File: src/rtl/sort4_sequencer.sv
// Four-element 3-bit bubble sorter with early exit, using one shared comparator.
// Each SORT cycle compares one adjacent register pair and swaps when the lower slot holds the larger value.
//
//   state | meaning
//   IDLE  | waiting for start; results held, valid stays set after a sort
//   SORT  | one adjacent compare (and optional swap) per cycle
//   DONE  | one-cycle completion pulse, then back to IDLE
module sort4_sequencer (
   input  logic        clk,
   input  logic        rst,
   input  logic        start,
   input  logic [11:0] data_in,
   output logic [11:0] data_out,
   output logic        busy,
   output logic        done,
   output logic        valid,
   output logic [2:0]  swap_count
);

   typedef enum logic [1:0] {IDLE, SORT, DONE} state_t;

   state_t          state;
   logic [3:0][2:0] r;
   logic [1:0]      idx;
   logic [1:0]      pass;
   logic            pass_swapped;

   logic [2:0] cmp_a;
   logic [2:0] cmp_b;
   logic       a_gt_b;
   logic       last_idx;

   // The only comparator in the block; equal elements are never swapped.
   assign cmp_a    = r[idx];
   assign cmp_b    = r[idx + 2'd1];
   assign a_gt_b   = cmp_a > cmp_b;
   assign last_idx = (idx == (2'd2 - pass));
   assign data_out = r;

   always_ff @(posedge clk or posedge rst) begin
      if (rst) begin
         state        <= IDLE;
         r            <= '0;
         idx          <= '0;
         pass         <= '0;
         pass_swapped <= 1'b0;
         swap_count   <= '0;
         busy         <= 1'b0;
         done         <= 1'b0;
         valid        <= 1'b0;
      end else begin
         case (state)
            IDLE: begin
               done <= 1'b0;
               if (start) begin
                  r            <= data_in;
                  idx          <= '0;
                  pass         <= '0;
                  pass_swapped <= 1'b0;
                  swap_count   <= '0;
                  valid        <= 1'b0;
                  busy         <= 1'b1;
                  state        <= SORT;
               end
            end
            SORT: begin
               if (a_gt_b) begin
                  r[idx]         <= cmp_b;
                  r[idx + 2'd1]  <= cmp_a;
                  swap_count     <= swap_count + 3'd1;
               end
               if (last_idx) begin
                  // A clean pass means the array is ordered; pass 2 is always the last.
                  if (!(pass_swapped || a_gt_b) || pass == 2'd2) begin
                     done  <= 1'b1;
                     valid <= 1'b1;
                     state <= DONE;
                  end else begin
                     pass         <= pass + 2'd1;
                     idx          <= '0;
                     pass_swapped <= 1'b0;
                  end
               end else begin
                  idx          <= idx + 2'd1;
                  pass_swapped <= pass_swapped | a_gt_b;
               end
            end
            DONE: begin
               done  <= 1'b0;
               busy  <= 1'b0;
               state <= IDLE;
            end
            default: state <= IDLE;
         endcase
      end
   end

endmodule

File: config.mk
export PLATFORM = sky130hd
export DESIGN_NAME = sort4_sequencer
export DESIGN_NICKNAME = d
export VERILOG_FILES = /design/src/rtl/sort4_sequencer.sv
export SDC_FILE = /design/constraint.sdc
export NUM_CORES = 1
export LEC_CHECK = 0
export BUFFER_PORTS_ARGS = -buffer_cell sky130_fd_sc_hd__buf_2
export CORE_MARGIN = 2
export CORE_UTILIZATION = 40
export DETAILED_ROUTE_END_ITERATION = 7
export PLACE_DENSITY = 0.73
export REMOVE_ABC_BUFFERS = 1
export SYNTH_ARGS = -nofsm -noshare
export SYNTH_HDL_FRONTEND = slang
export SYNTH_SLANG_ARGS = --single-unit
File: constraint.sdc
create_clock -name clk -period 2.5 [get_ports clk]
set_input_delay 0.5 -clock clk [delete_from_list [all_inputs] [get_ports clk]]
set_output_delay 0.5 -clock clk [all_outputs]
set_load 0.02 [all_outputs]
==> results of run 1 <==
## logic make-up after synthesis
| logic type | after synthesis | share of synthesized area (%) |
|---|---|---|
| adder cells (fa/ha/maj) | 9 | 6.49 |
| XOR/XNOR | 2 | 1.01 |
| AO/OA/AOI/OAI | 66 | 28.2 |
| multiplexers | 8 | 8.95 |
| AND/OR/NAND/NOR | 45 | 13.8 |
| buffers and inverters | 18 | 5.48 |
| flip-flops | 25 | 36.1 |
## Yosys cell counts (all sizes together) (2+ instances only)
master / number
o21ai: 8
a22oi: 12
inv: 10
ha: 9
dfrtp: 25
nor3: 2
nor2: 6
or2: 4
o211ai: 30
xor2: 2
o22ai: 3
mux4: 6
a21oi: 5
nor2b: 5
nand3: 13
nand2b: 2
mux2i: 2
buf: 7
nand2: 9
## timing repair
action                                 CTS  global route
setup endpoints to repair               21            21
pin swaps                                3            20
endpoints found under the hold margin    0             0
setup buffers                            0             6
resized for setup                        8            17
## worst max-delay path, cell delays in order, from the launching register on
cell and delay, ps:
dfrtp_1 380, inv_2 70, ha_4 270, mux4_2 510
inv_2 90, ha_4 200, and3b_2 270, o21a_4 260
o211a_1 240, o22ai_1 150
## metrics by stage
stage / setup slack (ps) / instance area (sq um) / utilization (%)
6_report: -19.9 / 2210 / 54.1
5_1_grt: -92.3 / 2210 / 54.1
4_1_cts: 9.07 / 2090 / 51.0
3_5_place_dp: -77.8 / 2000 / 49.1
3_3_place_gp: 40.5 / 2000 / 49.1
2_1_floorplan: -553 / 1680 / -
## worst min-delay path by stage
stage / endpoint / slack (ps) / start / depth (start not counted)
finish: data_out[10]$_DFFE_PP0P_ / 260 / rst / 3
global route: data_out[9]$_DFFE_PP0P_ / 300 / rst / 3
CTS: data_out[9]$_DFFE_PP0P_ / 270 / rst / 3
detailed placement: done$_DFFE_PP0P_ / 490 / done$_DFFE_PP0P_ / 2
global placement: valid$_DFFE_PP0P_ / 490 / valid$_DFFE_PP0P_ / 2
floorplan: busy$_DFFE_PP0P_ / 480 / state[1]$_DFFE_PP0P_ / 1
## layer usage
metal	vias to the layer above	GRT usage [%]	part of all wire, %
li1	766	-	-
met1	805	27.0	44
met2	79	31.0	47
met3	8	3.63	7.4
met4	0	4.70	1.3
met5	-	0	0
## cell usage in the layout (no fill, tap or decap), types with 3 or more instances in the layout
cell / n
clkbuf_8: 3
nor2b_1: 5
ha_1: 5
inv_1: 8
a21oi_1: 4
mux4_2: 6
dfrtp_1: 25
nand3_1: 12
o211ai_2: 4
nand2_1: 9
o211ai_1: 26
buf_4: 18
ha_4: 4
o22ai_1: 3
a22oi_1: 12
nor2_1: 5
o21ai_0: 5
buf_2: 32
or2_4: 4
## state kept, by name, summed over array words and instances, names as in the netlist
signal	cells
pass_swapped	1
done	1
swap_count	3
data_out	12
valid	1
pass	2
busy	1
state	2
idx	2
## final cells by class
class | count | area, sq um | share of cell area, %
timing repair buffer | 52 | 318 | 14.4
multi-input combinational | 130 | 1120 | 50.6
clock buffer | 3 | 41.3 | 1.87
sequential | 25 | 626 | 28.3
clock inverter | 1 | 7.51 | 0.340
tap | 50 | 62.6 | 2.83
inverter | 10 | 37.5 | 1.70
==> impl_metrics.toml, run 1 <==
[layout]
finalNonFillerCells = 271
drive_gt1_share_pct = 38.5
final_nets = 246
diodes = 0
area_delta_synth_final_pct = 27.5
fillers = 380

[worst_setup_path]
cp-end-kind = "flip-flop"
startpoint = "idx[1]$_DFFE_PP0P_"
reg2reg_depth = 9
path_class = "reg2reg"
reg2reg_from = "idx[1]$_DFFE_PP0P_"
r2r_end = "pass[0]$_DFFE_PP0P_"
arrival_ps = 2730
rrSetupSlack_ps = -20
cp_max_fo = 6
worstPathRequired_ps = 2710
critPathLaunchType = "flip-flop"
crit_path_end = "pass[0]$_DFFE_PP0P_"

[clock_network]
root_buffer = "clkbuf_8"
cts_sinks = 25
cts_tree = "built"
clock_latency_ps = 280
cts_hold_buffers = 0
cts_max_level = 1
path_clk_slew_ps = 100
cts.path.max_buffers = 2
cts-buffers-inserted = 3

[sta]
fin_crit_ps = 2520
rsz0062_at_grt = "true"
fin_crit_sh_pct = 101
fin_skew_ps = 2.26
tightest_slew_ps = 418
fin_ws_ps = -19.9
drv_slew = 0
setup_tns_ps = -19.9
finalSetupViolCount = 1
fmax_mhz = 397
hold_ws_ps = 258
hold_violations = 0
maxSlewHeadroom_pct = 72.1

[status]
violations = "negative setup slack"
status = "complete, but fails checks"

[synth]
netlist_instances = 173
seq_area_frac_synth_pct = 36.1
yosysWarningCount = 0
ys_seq_elements = 25
netlist.top_cell.by_area = "dfrtp_1"
yosys-top-cells-area = "dfrtp_1 (36%), o211ai_1 (11%), mux4_2 (7.8%)"
syn_avg_cell_area_sq_um = 10.0
syn-cell-area_sq_um = 1730
async_reset_ff_share_pct = 100
netlist.area_leader.share_pct = 36.1
synth-edff-count = 0
ys.flop_type = "dfrtp_1"
ys_types = 36

[route]
viasPerCell = 6.12
routed-via-count = 1658
wl_per_cell_microns = 17.6
first_iter_violations = 115
drt_wl_total_mm = 4.76
drc = 0
ant_nets = 0
dr.pass1.iters = 4

[flow_run]
drv_cap = 0

[grt]
overflow = 0
antenna_found_initial = 0
grt_max_degree = 26
grt_pass1_vias = 1567
grt_usage_pct = 19.3
grt_pass1_wl_mm = 7.64

[floorplanning]
die-area_sq_um = 4880
io_pins = 33
dieWidth_microns = 69.8
initial_core_util_pct = 42.4
core.rowCount = 23
core_sq_um = 4090
die_y_microns = 69.8

[worst_hold_path]
hp-class = "in2async"

[place]
place_inst = 261
place_congestion = 0.897
dp_hpwl_mm = 3.39
io_buffers = 32
Power of run 1 is not shown: default switching activity piles up to over one toggle a cycle in this logic, so the estimate is an artifact.
==> run 2: changes to the inputs <==
Settings changed: GPL_TIMING_DRIVEN set to 0.
==> run 2 against run 1 <==
Against the previous run: the run still ends with negative setup slack left; non-clock buffer count is 6 lower; via count is 1.4% lower; die area stayed put; worst hold slack better by 190 ps; critical path depth stayed put; count of clock-buffer cells in the layout stayed put; cell count is 2.2% lower; first-iteration DRC count is 6.1% higher; fmax is 0.71% higher; clock skew is 1.0 ps higher; global-route usage is 0.38 points lower; highest routed layer unchanged.
==> impl_metrics.toml, run 2 (synthesis results as in run 1) <==
[clock_network]
path_clk_slew_ps = 100
root_buffer = "clkbuf_8"
cts-buffers-inserted = 3
cts_max_level = 1
cts_tree = "built"
cts_sinks = 25
cts_hold_buffers = 0
clock_latency_ps = 290
cts.path.max_buffers = 2

[route]
viasPerCell = 6.17
ant_nets = 0
first_iter_violations = 122
drt_wl_total_mm = 4.75
drc = 0
dr.pass1.iters = 6
routed-via-count = 1635
wl_per_cell_microns = 17.9

[sta]
fin_ws_ps = -2.22
fmax_mhz = 400
tightest_slew_ps = 1030
fin_skew_ps = 3.28
setup_tns_ps = -2.22
finalSetupViolCount = 1
maxSlewHeadroom_pct = 31.1
rsz0062_at_grt = "true"
drv_slew = 0
fin_crit_sh_pct = 100
fin_crit_ps = 2500
hold_violations = 0

[floorplanning]
die_y_microns = 69.8
die-area_sq_um = 4880
io_pins = 33
core.rowCount = 23
initial_core_util_pct = 42.4
dieWidth_microns = 69.8
core_sq_um = 4090

[place]
io_buffers = 32
dp_hpwl_mm = 3.08
place_congestion = 0.860

[worst_setup_path]
path_class = "reg2reg"
reg2reg_depth = 9
critPathLaunchType = "flip-flop"
reg2reg_from = "idx[1]$_DFFE_PP0P_"
r2r_end = "pass[0]$_DFFE_PP0P_"
worstPathRequired_ps = 2710
cp_max_fo = 6
cp-end-kind = "flip-flop"
rrSetupSlack_ps = -2
arrival_ps = 2720

[layout]
largest_reg_flops = 12
mostFrequentLayoutCells = "buf_2 (32), o211ai_1 (26), dfrtp_1 (23)"
diodes = 0
drive_gt1_share_pct = 38.1
final_nets = 240
final_common_cell = "buf_2"
area_delta_synth_final_pct = 27.8

[status]
violations = "negative setup slack"
status = "complete, but fails checks"

[grt]
overflow = 0
grt_pass1_wl_mm = 7.47
grt_usage_pct = 19.0
antenna_found_initial = 0
grt_max_degree = 26
grt_pass1_vias = 1510

[worst_hold_path]
hp-class = "in2async"

[flow_run]
drv_cap = 0
-- run 2: cell types whose count changed in the layout (fill, tap and decap cells not counted), sizes merged --
cell and change:
buf -6
-- run 2: area by class of cell --
cell class / instances / area [sq um]
fillers: 356 / 1870
well taps: 50 / 62.6
flip-flops and latches: 25 / 628
clock buffers: 3 / 41.3
inverters: 10 / 37.5
multi-input cells: 130 / 1160
clock inverters: 1 / 7.51
repair buffers: 46 / 278
-- run 2: repair_timing --
| action | 4_1_cts | 5_1_grt |
|---|---|---|
| resized for setup | 17 | 13 |
| setup endpoints to repair | 24 | 16 |
| buffers inserted | 8 | 7 |
| pin swaps | 7 | 18 |
-- run 2: layer usage --
metal | track usage [%] | vias up | wire length [microns]
li1 | - | 755 | -
met4 | 6.41 | 0 | 172
met1 | 26.3 | 775 | 1900
met3 | 2.47 | 17 | 434
met2 | 30.6 | 88 | 2240
met5 | 0 | - | 0
-- run 2: how the worst max path moves through the flow --
stage	start	endpoint	slack, ps	depth (start not counted)
6_report	idx[1]$_DFFE_PP0P_	pass[0]$_DFFE_PP0P_	-2	9
5_1_grt	idx[1]$_DFFE_PP0P_	pass[0]$_DFFE_PP0P_	-100	9
4_1_cts	idx[1]$_DFFE_PP0P_	pass[0]$_DFFE_PP0P_	10	9
3_5_place_dp	idx[0]$_DFFE_PP0P_	data_out[6]$_DFFE_PP0P_	-1100	9
3_3_place_gp	idx[0]$_DFFE_PP0P_	data_out[6]$_DFFE_PP0P_	-1010	9
2_1_floorplan	idx[0]$_DFFE_PP0P_	data_out[0]$_DFFE_PP0P_	-550	9
-- run 2: metrics by stage --
stage / instances / cell area (sq um) / utilization (%) / hold WS, ps / setup WS (ps)
after floorplan: 165 / 1680 / - / 484 / -553
after global placement: 247 / 1900 / 46.5 / 469 / -1010
after detailed placement: 247 / 1900 / 46.5 / 482 / -1100
after CTS: 259 / 2080 / 51.0 / 467 / 10.9
after global routing: 265 / 2220 / 54.2 / 476 / -95.6
final: 265 / 2220 / 54.2 / 447 / -2.22
-- run 2: worst max-delay path, cell delays in order, from the launching register on --
cell and delay, ps:
dfrtp_2 390, inv_2 50, ha_4 280, mux4_2 530, inv_2 80, ha_4 190
and3b_2 260, o21a_4 260, o211a_1 220, o22ai_1 150
Power of run 2 is left out for the same reason.
